File: config.mk
export PLATFORM = sky130hd
export DESIGN_NAME = instr_fetch_flat
export DESIGN_NICKNAME = d
export VERILOG_FILES = /design/src/rtl/instr_fetch_if.sv /design/src/rtl/instr_fetch.sv /design/src/flat_wrapper.sv
export SDC_FILE = /design/constraint.sdc
export NUM_CORES = 1
export LEC_CHECK = 0
export CAP_MARGIN = 20
export CORE_AREA = 2 2 171 173
export DETAILED_ROUTE_END_ITERATION = 8
export DIE_AREA = 0 0 173 175
export HOLD_SLACK_MARGIN = 0.03
export PLACE_DENSITY = 0.63
export SLEW_MARGIN = 30
export SYNTH_ARGS = -nofsm -noshare
export SYNTH_HDL_FRONTEND = slang
export SYNTH_SLANG_ARGS = --single-unit
File: constraint.sdc
create_clock -name clock -period 14.2 [get_ports clock]
set_clock_uncertainty 0.05 [all_clocks]
set_input_delay 2.84 -clock clock [delete_from_list [all_inputs] [get_ports clock]]
set_output_delay 2.84 -clock clock [all_outputs]
set_load 0.03 [all_outputs]
File: src/rtl/instr_fetch_if.sv
// instr_fetch_if: fetch-unit bus bundling the instruction-memory read port, the redirect request
// and the decode valid/ready handshake.
//   master (fetch unit): drives imem_address/read_write/data_in, decode_valid/pc/instr,
//                        fetch_fault/fault_pc; samples imem_data_out, redirect_*, decode_ready
//   slave  (memory + decode + branch side): the mirror image
interface instr_fetch_if;
    logic [31:0] imem_address;
    logic        imem_read_write;
    logic [31:0] imem_data_in;
    logic [31:0] imem_data_out;
    logic        redirect_valid;
    logic [31:0] redirect_target;
    logic        decode_valid;
    logic        decode_ready;
    logic [31:0] decode_pc;
    logic [31:0] decode_instr;
    logic        fetch_fault;
    logic [31:0] fault_pc;
    modport master (
        output imem_address, imem_read_write, imem_data_in,
        output decode_valid, decode_pc, decode_instr, fetch_fault, fault_pc,
        input  imem_data_out, redirect_valid, redirect_target, decode_ready
    );
    modport slave (
        input  imem_address, imem_read_write, imem_data_in,
        input  decode_valid, decode_pc, decode_instr, fetch_fault, fault_pc,
        output imem_data_out, redirect_valid, redirect_target, decode_ready
    );
endinterface

File: src/rtl/instr_fetch.sv
// instr_fetch: holds the PC, issues reads to the 1-cycle instruction memory, buffers returned
// words with their PC in a small FIFO for decode, and handles redirects and fetch faults.
//   clock   : rising-edge clock
//   reset_n : asynchronous active-low reset
//   bus     : instr_fetch_if.master (memory read port, redirect request, decode handshake, fault)
module instr_fetch #(
    parameter logic [31:0] PC_RESET   = 32'h0100_0000,
    parameter logic [31:0] MEM_BASE   = 32'h0100_0000,
    parameter logic [31:0] MEM_BYTES  = 32'h0010_0000,
    parameter int          FIFO_DEPTH = 2
) (
    input logic           clock,
    input logic           reset_n,
    instr_fetch_if.master bus
);
    localparam int AW = $clog2(FIFO_DEPTH);
    localparam int CW = AW + 1;
    localparam int OW = CW + 1;
    typedef enum logic {RUN, FAULT} state_t;
    state_t        state, state_nxt;
    logic [31:0]   pc, inflight_pc;
    logic          inflight;
    logic [AW-1:0] wr_ptr, rd_ptr;
    logic [CW-1:0] count;
    logic [63:0]   fifo [FIFO_DEPTH];
    logic [32:0]   hi_limit;
    logic [OW-1:0] occupancy;
    logic          legal, has_data, pop, push, issue;
    // Range check in 33 bits so the upper bound cannot overflow.
    assign hi_limit  = {1'b0, MEM_BASE} + {1'b0, MEM_BYTES} - 33'd4;
    assign legal     = ({1'b0, pc} >= {1'b0, MEM_BASE}) && ({1'b0, pc} <= hi_limit) && (pc[1:0] == 2'b00);
    assign has_data  = count != '0;
    assign pop       = has_data && bus.decode_ready && !bus.redirect_valid;
    // The word returning while a redirect is asserted belongs to the old stream.
    assign push      = inflight && !bus.redirect_valid;
    // Slots committed after this edge: buffered + returning - leaving; one more issue must still fit.
    assign occupancy = {1'b0, count} + OW'(inflight) - OW'(pop);
    assign issue     = (state == RUN) && legal && !bus.redirect_valid && (occupancy < OW'(FIFO_DEPTH));
    assign bus.imem_address    = pc;
    assign bus.imem_read_write = 1'b0;
    assign bus.imem_data_in    = '0;
    assign bus.decode_valid    = has_data && !bus.redirect_valid;
    assign {bus.decode_pc, bus.decode_instr} = has_data ? fifo[rd_ptr] : 64'd0;
    assign bus.fetch_fault     = state == FAULT;
    assign bus.fault_pc        = (state == FAULT) ? pc : 32'd0;
    always_comb begin
        state_nxt = state;
        state_nxt = bus.redirect_valid ? RUN : ((state == RUN) && !legal) ? FAULT : state;
    end
    always_ff @(posedge clock or negedge reset_n) begin
        if (!reset_n) begin
            state       <= RUN;
            pc          <= PC_RESET;
            inflight    <= 1'b0;
            inflight_pc <= '0;
            wr_ptr      <= '0;
            rd_ptr      <= '0;
            count       <= '0;
        end else begin
            state    <= state_nxt;
            inflight <= issue;
            if (issue) inflight_pc <= pc;
            if (bus.redirect_valid) begin
                pc     <= bus.redirect_target;
                wr_ptr <= '0;
                rd_ptr <= '0;
                count  <= '0;
            end else begin
                if (issue) pc <= pc + 32'd4;
                if (push) wr_ptr <= wr_ptr + AW'(1);
                if (pop) rd_ptr <= rd_ptr + AW'(1);
                count <= count + CW'(push) - CW'(pop);
            end
        end
    end
    always_ff @(posedge clock) begin
        if (push) fifo[wr_ptr] <= {inflight_pc, bus.imem_data_out};
    end
    // The issue rule reserves a slot for every in-flight word, so a full FIFO is only pushed while popping.
    assert property (@(posedge clock) disable iff (!reset_n) !(push && !pop && count == CW'(FIFO_DEPTH)));
endmodule
File: src/flat_wrapper.sv
// flat-port wrapper written by rule: the top's interface ports become plain ports
module instr_fetch_flat 
#(
    parameter logic [31:0] PC_RESET   = 32'h0100_0000,
    parameter logic [31:0] MEM_BASE   = 32'h0100_0000,
    parameter logic [31:0] MEM_BYTES  = 32'h0010_0000,
    parameter int          FIFO_DEPTH = 2
)
  (clock, reset_n, bus_imem_address, bus_imem_read_write, bus_imem_data_in, bus_decode_valid, bus_decode_pc, bus_decode_instr, bus_fetch_fault, bus_fault_pc, bus_imem_data_out, bus_redirect_valid, bus_redirect_target, bus_decode_ready);
  instr_fetch_if bus_i ();
  input logic clock;
  input logic reset_n;
  output wire logic [$bits(bus_i.imem_address)-1:0] bus_imem_address;
  output wire logic [$bits(bus_i.imem_read_write)-1:0] bus_imem_read_write;
  output wire logic [$bits(bus_i.imem_data_in)-1:0] bus_imem_data_in;
  output wire logic [$bits(bus_i.decode_valid)-1:0] bus_decode_valid;
  output wire logic [$bits(bus_i.decode_pc)-1:0] bus_decode_pc;
  output wire logic [$bits(bus_i.decode_instr)-1:0] bus_decode_instr;
  output wire logic [$bits(bus_i.fetch_fault)-1:0] bus_fetch_fault;
  output wire logic [$bits(bus_i.fault_pc)-1:0] bus_fault_pc;
  input wire logic [$bits(bus_i.imem_data_out)-1:0] bus_imem_data_out;
  input wire logic [$bits(bus_i.redirect_valid)-1:0] bus_redirect_valid;
  input wire logic [$bits(bus_i.redirect_target)-1:0] bus_redirect_target;
  input wire logic [$bits(bus_i.decode_ready)-1:0] bus_decode_ready;
  assign bus_imem_address = bus_i.imem_address;
  assign bus_imem_read_write = bus_i.imem_read_write;
  assign bus_imem_data_in = bus_i.imem_data_in;
  assign bus_decode_valid = bus_i.decode_valid;
  assign bus_decode_pc = bus_i.decode_pc;
  assign bus_decode_instr = bus_i.decode_instr;
  assign bus_fetch_fault = bus_i.fetch_fault;
  assign bus_fault_pc = bus_i.fault_pc;
  assign bus_i.imem_data_out = bus_imem_data_out;
  assign bus_i.redirect_valid = bus_redirect_valid;
  assign bus_i.redirect_target = bus_redirect_target;
  assign bus_i.decode_ready = bus_decode_ready;
  instr_fetch #(.PC_RESET(PC_RESET), .MEM_BASE(MEM_BASE), .MEM_BYTES(MEM_BYTES), .FIFO_DEPTH(FIFO_DEPTH)) u_core (.clock(clock), .reset_n(reset_n), .bus(bus_i));
endmodule
==> impl_metrics.json <==
{
  "post_cts_resize_count": 0,
  "area_growth_pct": 33.2,
  "finalCritPeriodShare": 0.497,
  "die_area_um2": 30300,
  "core-area_um2": 28400,
  "initial_antenna_violation_count": 0,
  "min_path_type": "flop to flop",
  "share_comb_of_total_power": 0.101,
  "cts.sink_count": 198,
  "critical_path.top_delay_family": "buffers and inverters",
  "part_of_the_total_power_dissipated_in_the_clock_network": 0.384,
  "power.switching_fraction": 0.253,
  "critical_path.slowest_cell": "sky130_fd_sc_hd__clkdlybuf4s50_1",
  "post_route_cells_drive_above_1_share": 0.0833,
  "global_route.usage.total": 0.127,
  "mean_number_of_vias_per_cell": 4.33,
  "end_of_the_worst_register_to_register_path": "u_core.bus.imem_address[15]",
  "dr.pass1.iters": 4,
  "clock_insertion_delay_worst_skew_ns": 0.43,
  "worst_setup_slack_for_register_to_register_paths_ns": 10.64,
  "status": "complete, no violations",
  "route.detailed.drc": 0,
  "path_clk_slew_ns": 0.07,
  "final_hold_vio_count": 0,
  "worst_slew_margin_rel": 0.379,
  "power_frac_seq": 0.515,
  "post_synth_instance_area_um2": 8450,
  "yosys_warnings": 0,
  "grt_max_degree": 71,
  "grt_first_pass_wirelength_um": 30200,
  "postCtsSetupBuffers": 0,
  "ctsRootBufferMaster": "sky130_fd_sc_hd__clkbuf_16",
  "timing.fmax_mhz": 142,
  "synth.avg_cell_area_um2": 13.2,
  "path_depth": 4,
  "max-clock-path-buffers": 2,
  "finalCriticalPeriod_ns": 7.05,
  "worst_pin_slew_ns": 0.932,
  "crit_path_end": "bus_decode_valid",
  "detail_route.wl_per_cell_um": 15.4,
  "drt_iter0_drc": 277,
  "ys.flop_type": "sky130_fd_sc_hd__edfxtp_1",
  "die_width_um": 173,
  "routabilityCongestion": 0.774,
  "critPathLaunchType": "input port",
  "route.vias.total": 5303,
  "maximum_vdd_drop_uv": 64.0,
  "cts.hold.buffers_added": 0,
  "finish.net_count": 901,
  "worstPathMaxFanout": 49,
  "post-dp-hpwl_um": 12300,
  "rsz_0062_raised_after_global_routing": "no",
  "grt.overflow.total": 0,
  "p_per_area_nw_per_um2": 110,
  "numCtsBuffers": 17,
  "crit_path_cell_trace": "buf_2 -> buf_4 -> nor2_1 -> clkdlybuf4s50_1",
  "initial_core_util": 0.298,
  "maxSlewViolCount": 0,
  "port_buffers": 197,
  "cp_slowest_stage_delay_ns": 0.63,
  "vias_in_the_first_global_route": 5422,
  "synth-seq-cells": 198,
  "chipHeight_um": 175,
  "finish.utilization": 0.397,
  "h_tree_level_count": 4,
  "ff2ff_path_depth": 11,
  "internal_power_mw": 0.925,
  "crit_path_end_kind": "primary output",
  "max_cap_violations": 0,
  "count_of_antenna_diodes_in_the_layout": 0,
  "yosysSeqAreaShare": 0.662,
  "total_leakage_power_nw": 4.14,
  "design.portCount": 231,
  "setup_viol": 0,
  "power.switching_mw": 0.313,
  "rows": 62,
  "worst-endpoint-required_ns": 11.31,
  "fin_setup_tns_ns": 0,
  "worstPathBufferInverterCount": 3,
  "final.fill_count": 2731,
  "arrival_time_at_the_worst_endpoint_ns": 4.16,
  "synth_cells": 639,
  "synth_cell_type_count": 54,
  "setup.worst_path.start": "bus_redirect_valid",
  "cts_tree": "done",
  "criticalPathCategory": "input port to primary output",
  "regToRegStartpoint": "u_core.count[1]",
  "synth_enable_flop_cells": 128,
  "postRouteWirelength_um": 18900,
  "ant_nets": 0,
  "ys_async_sr_fraction": 0.354
}
-- how the worst min path moves through the flow --
stage                            from                  to  slack [ns]  cells after the start
6_report       u_core.inflight_pc[22]  u_core.fifo[1][54]        0.42                      0
5_1_grt         u_core.inflight_pc[6]  u_core.fifo[0][38]        0.43                      0
4_1_cts        u_core.inflight_pc[21]  u_core.fifo[1][53]        0.42                      0
3_5_place_dp    u_core.inflight_pc[0]  u_core.fifo[0][32]        0.40                      0
3_3_place_gp   u_core.inflight_pc[21]  u_core.fifo[1][53]        0.40                      0
2_1_floorplan  u_core.inflight_pc[24]  u_core.fifo[0][56]        0.38                      0
-- placed cells by master, fill, tap and decap left out, types with 5 or more instances in the layout --
| master | count |
|---|---|
| sky130_fd_sc_hd__inv_1 | 12 |
| sky130_fd_sc_hd__mux2i_1 | 66 |
| sky130_fd_sc_hd__xnor2_1 | 7 |
| sky130_fd_sc_hd__nor2_1 | 73 |
| sky130_fd_sc_hd__nand3_1 | 5 |
| sky130_fd_sc_hd__mux2_2 | 14 |
| sky130_fd_sc_hd__clkbuf_16 | 17 |
| sky130_fd_sc_hd__and2_1 | 46 |
| sky130_fd_sc_hd__edfxtp_1 | 128 |
| sky130_fd_sc_hd__o21ai_0 | 19 |
| sky130_fd_sc_hd__ha_1 | 5 |
| sky130_fd_sc_hd__nand2_1 | 61 |
| sky130_fd_sc_hd__clkdlybuf4s50_1 | 195 |
| sky130_fd_sc_hd__dfrtp_1 | 68 |
| sky130_fd_sc_hd__conb_1 | 33 |
-- cell usage after synthesis (2+ instances only) --
cell	n	share of area
sky130_fd_sc_hd__a21o_1	2	0.0018
sky130_fd_sc_hd__or3_1	3	0.0022
sky130_fd_sc_hd__nand2_1	61	0.027
sky130_fd_sc_hd__nand4_1	4	0.0030
sky130_fd_sc_hd__buf_1	11	0.0049
sky130_fd_sc_hd__mux2_2	14	0.019
sky130_fd_sc_hd__nor4_2	3	0.0044
sky130_fd_sc_hd__nor2_1	74	0.033
sky130_fd_sc_hd__ha_1	5	0.0074
sky130_fd_sc_hd__nor2b_1	2	0.0015
sky130_fd_sc_hd__and3_1	3	0.0022
sky130_fd_sc_hd__buf_2	3	0.0018
sky130_fd_sc_hd__o311ai_0	4	0.0041
sky130_fd_sc_hd__mux2i_1	66	0.078
sky130_fd_sc_hd__nor3_1	5	0.0030
sky130_fd_sc_hd__a211oi_1	2	0.0018
sky130_fd_sc_hd__xnor2_1	7	0.0073
sky130_fd_sc_hd__a21oi_1	4	0.0024
sky130_fd_sc_hd__xor2_1	3	0.0031
sky130_fd_sc_hd__buf_6	3	0.0040
sky130_fd_sc_hd__o21ai_0	19	0.011
sky130_fd_sc_hd__nor4_1	2	0.0015
sky130_fd_sc_hd__nor4_4	2	0.0050
sky130_fd_sc_hd__nand3_1	5	0.0030
sky130_fd_sc_hd__and2_1	47	0.035
sky130_fd_sc_hd__o211ai_1	3	0.0027
sky130_fd_sc_hd__buf_4	36	0.032
sky130_fd_sc_hd__inv_1	12	0.0053
sky130_fd_sc_hd__edfxtp_1	128	0.45
sky130_fd_sc_hd__clkbuf_1	11	0.0049
sky130_fd_sc_hd__dfrtp_1	69	0.20
sky130_fd_sc_hd__o21ai_1	4	0.0024
-- cell families after synthesis --
logic type | Yosys count | synth area share
multiplexers | 80 | 0.0968
adder cells (fa/ha/maj) | 6 | 0.00977
flip-flops | 198 | 0.662
XOR/XNOR | 10 | 0.0104
buffers and inverters | 77 | 0.0533
other | 1 | 0.000444
AO/OA/AOI/OAI | 46 | 0.0354
AND/OR/NAND/NOR | 221 | 0.132
-- area by class of cell --
class                      instances  area (um2)  share of cell area
timing repair buffer             201        2000               0.177
tap                              384         480              0.0427
inverter                          13        48.8             0.00433
multi-input combinational        396        2540               0.226
sequential                       198        5600               0.497
clock buffer                      17         425              0.0378
clock inverter                    15         166              0.0148
-- worst register-to-register path: stages, from the launching register on --
cell,delay [ns]
sky130_fd_sc_hd__dfrtp_1,0.47
sky130_fd_sc_hd__nor2_4,0.15
sky130_fd_sc_hd__nor2_1,0.06
sky130_fd_sc_hd__and2_1,0.22
sky130_fd_sc_hd__ha_1,0.27
sky130_fd_sc_hd__nor2_1,0.11
sky130_fd_sc_hd__fa_1,0.45
sky130_fd_sc_hd__nor3_2,0.47
sky130_fd_sc_hd__nand2_4,0.42
sky130_fd_sc_hd__inv_2,0.47
sky130_fd_sc_hd__and4b_1,0.26
sky130_fd_sc_hd__a221o_1,0.10
-- per-layer routing --
metal / GRT usage / vias up / routed length, um / part of all wire
met2: 0.209 / 200 / 8840 / 0.47
met3: 0.0420 / 14 / 1400 / 0.074
met4: 0.0304 / 0 / 158 / 0.0084
li1: - / 2550 / - / -
met5: 0 / - / 0 / 0
met1: 0.163 / 2539 / 8510 / 0.45
-- power by group through the flow --
stage | Clock (mW) | Sequential [mW] | Combinational (mW)
3_5_place_dp | 0 | 0.650 | 0.125
4_1_cts | 0.487 | 0.638 | 0.126
2_1_floorplan | 0 | 0.661 | 0.0559
6_report | 0.475 | 0.638 | 0.125
3_3_place_gp | 0 | 0.650 | 0.124
5_1_grt | 0.511 | 0.640 | 0.132
-- flip-flops by register name, indices dropped and copies added (netlist names) --
signal	count
u_core.bus.fetch_fault	1
u_core.bus.imem_address	32
u_core.rd_ptr	1
u_core.count	2
u_core.fifo	128
u_core.wr_ptr	1
u_core.inflight	1
u_core.inflight_pc	32
-- through the flow --
| stage | std cells | hold WS (ns) | power [mW] | cell area [um2] | setup WS [ns] |
|---|---|---|---|---|---|
| 2_1_floorplan | 671 | 0.383 | 0.717 | 8570 | 6.08 |
| 3_3_place_gp | 1192 | 0.396 | 0.774 | 10700 | 7.16 |
| 3_5_place_dp | 1192 | 0.399 | 0.775 | 10700 | 7.13 |
| 4_1_cts | 1224 | 0.418 | 1.25 | 11300 | 7.14 |
| 5_1_grt | 1224 | 0.433 | 1.28 | 11300 | 7.08 |
| 6_report | 1224 | 0.416 | 1.24 | 11300 | 7.15 |
Power figures use the tool's default switching activity.
